File: src/rtl/asset_load_sequencer.sv
// asset_load_sequencer: clears downstream, loads N_PIXELS words into image memory, then assembles HPS render commands.
// Optional LOAD_CHECKSUM_EN adds a load_sum output with the byte sum of every loaded pixel word.
module asset_load_sequencer #(
    parameter int          PIXEL_BYTES = 3,
    parameter int          N_PIXELS    = 512,
    parameter int          ADDR_W      = 9,
    parameter int          CMD_BYTES   = 6,
    parameter logic [7:0]  RESET_CMD   = 8'hFE
) (
    input  logic                     clk50,
    input  logic                     reset_n,
    input  logic [8*PIXEL_BYTES-1:0] src_data,
    input  logic                     src_valid,
    output logic                     src_pop,
    output logic                     mem_we,
    output logic [ADDR_W-1:0]        mem_addr,
    output logic [8*PIXEL_BYTES-1:0] mem_din,
    input  logic                     hps_write,
    input  logic                     hps_chipselect,
    input  logic [2:0]               hps_address,
    input  logic [7:0]               hps_writedata,
    output logic [8*CMD_BYTES-1:0]   cmd_data,
    output logic                     cmd_valid,
    input  logic                     cmd_ready,
    output logic                     do_clear,
    output logic                     load_done,
`ifdef LOAD_CHECKSUM_EN
    output logic [15:0]              load_sum,
`endif
    output logic                     cmd_overflow
);
    localparam int               CW   = 8*CMD_BYTES;
    localparam logic [ADDR_W:0]  NP   = N_PIXELS[ADDR_W:0];
    localparam logic [2:0]       LAST = 3'(CMD_BYTES-1);
    localparam logic [3:0]       NB   = 4'(CMD_BYTES);

    typedef enum logic [1:0] {CLEAR, LOAD, RUN} state_t;

    state_t          r_state;
    logic [ADDR_W:0] r_count;
    logic [CW-1:0]   r_stage;
    logic [CW-1:0]   w_stage_next;
    logic            w_wr;
    logic            w_in_range;
    logic            w_rst_cmd;
    logic            w_commit;
    logic            w_last;

    assign src_pop    = (r_state == LOAD) && src_valid && (r_count < NP);
    assign w_last     = r_count == NP - 1'b1;
    assign w_wr       = (r_state == RUN) && hps_write && hps_chipselect;
    assign w_in_range = {1'b0, hps_address} < NB;
    assign w_rst_cmd  = w_wr && hps_address == 3'd0 && hps_writedata == RESET_CMD;
    assign w_commit   = w_wr && hps_address == LAST && !w_rst_cmd;

    // Byte 0 lands in the most significant byte of the command word
    always_comb begin
        w_stage_next = r_stage;
        for (int i = 0; i < CMD_BYTES; i++)
            if (hps_address == 3'(i)) w_stage_next[CW-8-8*i +: 8] = hps_writedata;
    end

`ifdef LOAD_CHECKSUM_EN
    logic [15:0] w_pix_sum;
    always_comb begin
        w_pix_sum = '0;
        for (int i = 0; i < PIXEL_BYTES; i++) w_pix_sum = w_pix_sum + 16'(src_data[8*i +: 8]);
    end
`endif

    always_ff @(posedge clk50 or negedge reset_n) begin
        if (!reset_n) begin
            r_state      <= CLEAR;
            r_count      <= '0;
            r_stage      <= '0;
            mem_we       <= 1'b0;
            mem_addr     <= '0;
            mem_din      <= '0;
            cmd_data     <= '0;
            cmd_valid    <= 1'b0;
            do_clear     <= 1'b0;
            load_done    <= 1'b0;
            cmd_overflow <= 1'b0;
`ifdef LOAD_CHECKSUM_EN
            load_sum     <= '0;
`endif
        end else begin
            case (r_state)
                CLEAR: begin
                    // A reset command already raised do_clear; after reset_n it is raised here, once either way
                    do_clear     <= !do_clear;
                    r_count      <= '0;
                    mem_we       <= 1'b0;
                    cmd_valid    <= 1'b0;
                    cmd_overflow <= 1'b0;
                    load_done    <= 1'b0;
                    r_state      <= LOAD;
`ifdef LOAD_CHECKSUM_EN
                    load_sum     <= '0;
`endif
                end
                LOAD: begin
                    do_clear <= 1'b0;
                    mem_we   <= src_pop;
                    if (src_pop) begin
                        mem_addr <= r_count[ADDR_W-1:0];
                        mem_din  <= src_data;
                        r_count  <= r_count + 1'b1;
`ifdef LOAD_CHECKSUM_EN
                        load_sum <= load_sum + w_pix_sum;
`endif
                        if (w_last) begin
                            r_state   <= RUN;
                            load_done <= 1'b1;
                        end
                    end
                end
                RUN: begin
                    mem_we <= 1'b0;
                    if (w_rst_cmd) begin
                        r_state   <= CLEAR;
                        do_clear  <= 1'b1;
                        load_done <= 1'b0;
                        cmd_valid <= 1'b0;
                    end else begin
                        if (w_wr && w_in_range) r_stage <= w_stage_next;
                        if (w_commit && (!cmd_valid || cmd_ready)) begin
                            cmd_data  <= w_stage_next;
                            cmd_valid <= 1'b1;
                        end else begin
                            if (w_commit) cmd_overflow <= 1'b1;
                            if (cmd_ready) cmd_valid <= 1'b0;
                        end
                    end
                end
                default: r_state <= CLEAR;
            endcase
        end
    end
endmodule

File: config.mk
export PLATFORM = sky130hd
export DESIGN_NAME = asset_load_sequencer
export DESIGN_NICKNAME = d
export VERILOG_FILES = /design/src/rtl/asset_load_sequencer.sv
export SDC_FILE = /design/constraint.sdc
export NUM_CORES = 1
export LEC_CHECK = 0
export BUFFER_PORTS_ARGS = -buffer_cell sky130_fd_sc_hd__buf_2
export CORE_MARGIN = 4
export CORE_UTILIZATION = 40
export CTS_CLUSTER_SIZE = 12
export DETAILED_ROUTE_END_ITERATION = 12
export HOLD_SLACK_MARGIN = 0.08
export MAX_ROUTING_LAYER = met4
export PLACE_DENSITY = 0.66
export SLEW_MARGIN = 10
export SYNTH_ARGS = -nofsm -noshare
export SYNTH_HDL_FRONTEND = slang
export SYNTH_SLANG_ARGS = --single-unit
File: constraint.sdc
create_clock -name clk50 -period 3.2 [get_ports clk50]
set_input_delay 0 -clock clk50 [delete_from_list [all_inputs] [get_ports clk50]]
set_output_delay 0 -clock clk50 [all_outputs]
set_load 0.1 [all_outputs]
==> impl_metrics.ini, run 1 <==
[finish]
syn2layout_area_growth_pct = 31.18
nets = 739
regArea_um2 = 3453
antennaDiodeCount = 0
drive_above_1_share_pct = 31.91
final_cells = 885
multi_input_area_um2 = 2258
nFillCells = 1216
fin_area_um2 = 7696

[critical_path]
startpoint_type = register
crit_type = register to register
cp.arrival_ps = 2930
cp.required_ps = 3550
rr_startpoint = r_state[0]
timing.rr.end = cmd_valid
r2r_cells = 5
reg2reg_slack_ps = 620
path_max_fanout = 17
endpoint_kind = register

[sta]
final_hold_viol_count = 0
rsz0062_at_grt = false
tns_ps = 0
slew_headroom_pct = 38.78
tightest_slew_ps = 918.3
setup_viol = 0
finClkSkew_ps = 7.802
finalCriticalPeriod_ps = 2577
max_freq_mhz = 388.0
finalCritPeriodShare_pct = 80.55
maxSlewViolCount = 0

[run]
timing.max_cap.violations = 0

[yosys]
ys.flop_type = dfrtp_1
syn_area_um2 = 5867
synth_area_per_cell_um2 = 11.11
syn_nets = 575
synthCells = 528
synth_seq_cells = 138
yosys.cell_types.count = 38
synth_edf_count = 0
ys_seq_area_share_pct = 58.86
yosys_warnings = 0
postSynth.asyncResetShare_pct = 100.0

[drt]
wirelength_mm = 13.76
route.detailed.wl_per_inst_um = 15.55
firstDrtPassIters = 4
dr.first_iter.drc_count = 226
remaining_drc_errors = 0
vias = 4323
ant_nets = 0
via_per_inst = 4.885

[global_routing]
top_usage_layer = met2
grt_pass1_vias = 4455
antenna_found_initial = 0
gr-total-overflow = 0
use_met2_pct = 27.74
grt_util_met3_pct = 5.523
globalRouteTotalUtil_pct = 17.71
grt_pass1_wl_mm = 22.50
gr-usage-met1_pct = 22.47
grt_max_degree = 103

[die]
ioPinCount = 128
fp.dieW_um = 129.1
core_area_um2 = 14100
start_util_pct = 41.62
die_h_um = 129.1
dieArea_um2 = 16670
rows = 43

[placement]
gp_congestion = 0.7967
port_buffers = 127
post-place-cells = 814
dp_hpwl_mm = 9.270
place_area_um2 = 6713

[clock_tree]
cts_setup_buffers = 0
cts_tree = done
ctsResizeCount = 0
postCtsHoldBufs = 39
insertion_delay_ps = 410
cts_made_buffers = 17
cts_sinks = 138
htree_num_levels = 4
cts-root-buf = clkbuf_16
cts.clk_slew.worst_paths_ps = 60
clockBufferDepth = 2

[pwr]
peakVddDrop_uv = 588.8
power_mw = 4.588
clkPwrFrac_pct = 42.2
p_int_mw = 3.230
power.leakage_nw = 3.987
comb_power_share_pct = 16.4
seqPwrFrac_pct = 41.4
switchingPower_mw = 1.357
powerDensity_nw_per_um2 = 596.1
swShare_pct = 29.59

[hold_path]
min_to = cmd_data[43]
min_from = hps_address[0]
whs_path_depth = 4
hold_class = primary input to register

[outcome]
status = finished clean
==> per-stage QoR <==
stage / utilization (%) / hold WS [ps] / setup WS [ps]
global placement: 47.62 / 159.0 / 934.8
finish: 54.60 / 159.4 / 622.6
detailed placement: 47.62 / 180.3 / 792.9
global route: 54.60 / 163.3 / 361.0
floorplan: - / -295.6 / 920.4
CTS: 54.60 / 139.5 / 603.3
==> cells in the final DEF, fill, tap and decap left out, types with 2 or more instances in the layout <==
cell           synthesis  final
nand3_1                5      5
nor3_1                 2      2
buf_12                 0      2
and2_1                 2      2
mux2_2                48     48
dfrtp_1              138    138
dlygate4sd3_1          0     39
clkinv_2               0      4
buf_2                  6    126
nor3b_1                3      3
a21oi_1                3      3
nand2_1              148    148
buf_4                  0      9
o21ai_0               44     44
nor2_1                12     12
a31oi_1                2      2
nor2_2                 2      2
xnor2_1                4      4
nand4_1                4      4
ha_1                   6      6
nand2b_1               2      2
clkbuf_1              25      3
mux2i_1               42     42
inv_1                  6      6
bufinv_16              0      2
clkbuf_8               0      5
clkbuf_16              0     17
xor2_1                 3      3
nand4b_1               2      2
nand3b_1               3      3
nor4_1                 2      2
==> worst max-delay path by stage <==
stage	from	endpoint	cells after the start
2_1_floorplan	r_state[1]	mem_addr[8]	7
3_3_place_gp	r_state[0]	cmd_data[32]	6
3_5_place_dp	r_state[0]	cmd_data[46]	5
4_1_cts	r_state[0]	cmd_valid	5
5_1_grt	r_state[0]	cmd_valid	5
6_report	r_state[0]	cmd_valid	5
==> cells by family after synthesis <==
kind of cell,count (synthesis),share of synthesized area [%]
DFF,138,58.86
AOI/OAI and AO/OA,55,5.502
and+or+nand+nor,192,14.03
muxes,91,16.63
xor gates and xnor gates,7,1.045
buffers and inverters,39,2.644
adders and majority gates,6,1.280
==> area by class of cell <==
type / count / area share [%]
timing repair buffer: 177 / 14.81
tap: 180 / 2.926
sequential: 138 / 44.87
clock inverter: 7 / 1.138
clock buffer: 25 / 6.568
inverter: 7 / 0.3414
multi-input combinational: 351 / 29.34
==> power by group through the flow <==
stage                     Combinational (mW)  Clock (mW)  Sequential, mW
after detailed placement               0.720           0            1.92
after global placement                 0.711           0            1.92
after floorplan                        0.152           0            2.31
final                                  0.752        1.93            1.90
after CTS                              0.756        1.98            1.90
after global routing                   0.796        2.06            1.91
==> worst max-delay path, cell delays in order, from the launching register on <==
cell           delay, ps
dfrtp_1              410
inv_1                120
ha_1                 350
nand4_1              750
o211ai_1             310
dlygate4sd3_1        590
==> metal layers <==
layer,wire length (µm),up-vias,part of all wire [%]
met1,6255,2081,45
met2,6416,133,47
met5,0,-,0
met3,955,14,6.9
li1,-,2095,-
met4,133,0,0.97
==> cell usage after synthesis (2+ instances only) <==
cell type | n | area share [%]
nand2b_1 | 2 | 0.21
nor2_2 | 2 | 0.21
nor4_1 | 2 | 0.21
o21ai_0 | 44 | 3.8
a31oi_1 | 2 | 0.21
ha_1 | 6 | 1.3
nand4_1 | 4 | 0.43
nor2_1 | 12 | 0.77
buf_2 | 6 | 0.51
xor2_1 | 3 | 0.45
nor3b_1 | 3 | 0.38
inv_1 | 6 | 0.38
clkbuf_1 | 25 | 1.6
nand4b_1 | 2 | 0.30
and2_1 | 2 | 0.21
nor3_1 | 2 | 0.17
xnor2_1 | 4 | 0.60
mux2i_1 | 42 | 7.2
nand3_1 | 5 | 0.43
nand2_1 | 148 | 9.5
dfrtp_1 | 138 | 59
a21oi_1 | 3 | 0.26
mux2_2 | 48 | 9.2
nand3b_1 | 3 | 0.38
==> state kept, by name, summed over array words and instances (netlist names) <==
name          cells
r_state           2
cmd_data         48
r_count          10
mem_addr          9
mem_we            1
cmd_valid         1
r_stage          40
load_done         1
mem_din          24
cmd_overflow      1
do_clear          1
Power figures use the tool's default switching activity.
==> run 2: changes to the inputs <==
- clock period: 3.2 -> 2.45 ns (I/O delays scaled with it)
==> run 2 against run 1 <==
Net effect:
- sequential share of layout area is 0.29 points higher
- via count decreased by 1.2%
- clock skew is essentially flat
- routed wire length shrank 0.89%
- register-to-register slack lost 450 ps
- utilization down 0.35 points
- combinational power rose by 31%
- critical path depth up 1
- critical endpoint is now do_clear
- largest power group unchanged
==> impl_metrics.ini, run 2 (synthesis results as in run 1) <==
[outcome]
status = finished clean

[finish]
fin_util_pct = 54.24
multi_input_area_um2 = 2258
largest_reg_flops = 48
nFillCells = 1224
antennaDiodeCount = 0
fin_area_um2 = 7646
regArea_um2 = 3453
reg_top3 = cmd_data: 48 flops, r_stage: 40 flops, mem_din: 24 flops
drive_above_1_share_pct = 32.34
regMostFlops = cmd_data
mostFrequentLayoutCell = nand2_1
syn2layout_area_growth_pct = 30.33
layout.cells.most_common_list = 148 x nand2_1, 138 x dfrtp_1, 126 x buf_2
nets = 736

[placement]
gp_congestion = 0.8206
port_buffers = 127
dp_hpwl_mm = 9.172
place_ws_ps = 399.0
place_area_um2 = 6700

[clock_tree]
cts_sinks = 138
clockBufferDepth = 2
cts.clk_slew.worst_paths_ps = 60
htree_num_levels = 4
cts_made_buffers = 17
insertion_delay_ps = 420
cts_tree = done
cts_setup_buffers = 0
postCtsHoldBufs = 36
ctsResizeCount = 0
cts-root-buf = clkbuf_16

[hold_path]
hold_class = primary input to register
whs_path_depth = 3

[global_routing]
antenna_found_initial = 0
globalRouteTotalUtil_pct = 17.68
grt_max_degree = 64
grt_pass1_wl_mm = 22.71
gr-total-overflow = 0
grt_pass1_vias = 4494

[drt]
vias = 4273
route.detailed.wl_per_inst_um = 15.46
firstDrtPassIters = 4
wirelength_mm = 13.64
dr.first_iter.drc_count = 188
remaining_drc_errors = 0
ant_nets = 0
via_per_inst = 4.845

[die]
start_util_pct = 41.62
dieArea_um2 = 16670
fp.dieW_um = 129.1
ioPinCount = 128
core_area_um2 = 14100
rows = 43
die_h_um = 129.1

[sta]
rsz0062_at_grt = false
maxSlewViolCount = 0
setup_viol = 0
max_freq_mhz = 439.2
setup_ws_ps = 173.1
finalCritPeriodShare_pct = 92.94
slew_headroom_pct = 60.56
tns_ps = 0
tightest_slew_ps = 591.6
final_hold_viol_count = 0
finClkSkew_ps = 7.526
finalCriticalPeriod_ps = 2277

[pwr]
switchingPower_mw = 1.843
powerDensity_nw_per_um2 = 780.4
comb_power_share_pct = 16.5
power.leakage_nw = 3.946
swShare_pct = 30.89
peakVddDrop_uv = 528.2
p_int_mw = 4.124
clkPwrFrac_pct = 42.0
seqPwrFrac_pct = 41.5

[critical_path]
cp_cell_sequence = ha_1 > nand3b_1 > dlygate4sd3_1 > o41ai_2 > mux2i_1 > nand2_1
r2r_cells = 6
cpMaxStageDelayCell = dlygate4sd3_1
cp.required_ps = 2760
critPathMaxStageDelay_ps = 580
startpoint_type = register
path_max_fanout = 4
crit_type = register to register
endpoint_kind = register
cp.arrival_ps = 2580

[run]
timing.max_cap.violations = 0
==> run 2: cell types whose count changed in the layout (fill, tap and decap cells not counted) <==
cell           change
inv_6              +4
clkbuf_1           -2
buf_12             -1
clkinvlp_4         +4
dlygate4sd3_1      -3
clkinv_2           -2
buf_4              +1
clkbuf_8           -4
==> run 2: worst paths after layout <==
kind | from | slack, ps | endpoint
worst max-delay path | r_state[0] | 170 | do_clear
worst min-delay path | hps_writedata[5] | 90 | r_stage[13]
worst max register to register | r_state[0] | 170 | do_clear
worst min register to register | cmd_data[25] | 470 | cmd_data[25]
max in group asynchronous | reset_n | 1600 | cmd_data[28]
min in group asynchronous | reset_n | 140 | cmd_data[31]
==> run 2: area by class of cell <==
class	instances	share of cell area (%)
inverter	7	0.3436
tap	180	2.946
clock buffer	19	5.793
clock inverter	13	1.865
multi-input combinational	351	29.54
sequential	138	45.16
timing repair buffer	174	14.35
==> run 2: power by group through the flow <==
stage | clock [mW] | combinational (mW) | sequential, mW
after floorplan | 0 | 0.198 | 3.01
after global placement | 0 | 0.935 | 2.51
after detailed placement | 0 | 0.946 | 2.51
after CTS | 2.58 | 0.992 | 2.48
after global routing | 2.69 | 1.05 | 2.49
final | 2.51 | 0.985 | 2.47
==> run 2: metal layers <==
metal,wire length [µm],GRT usage [%],part of all wire (%),vias to the layer above
met5,0,-,0,-
met4,124,4.015,0.91,0
met3,945,5.482,6.9,12
met2,6294,27.47,46,137
met1,6273,22.90,46,2031
li1,-,-,-,2093
==> run 2: stage by stage <==
step | power (mW) | hold slack [ps] | std cells
after floorplan | 3.210 | -295.6 | 528
after detailed placement | 3.455 | 29.72 | 814
final | 5.967 | 93.04 | 882
after global routing | 6.228 | 91.26 | 882
after global placement | 3.444 | 11.44 | 814
after CTS | 6.043 | 82.92 | 882
==> run 2: worst max-delay path, delay by kind of cell (launching register included) <==
kind | cells | cell delay (ps)
compound gates | 1 | 450
fa+ha+maj | 1 | 260
simple gates | 2 | 230
flops | 1 | 420
mux | 1 | 240
buf+inv | 1 | 580
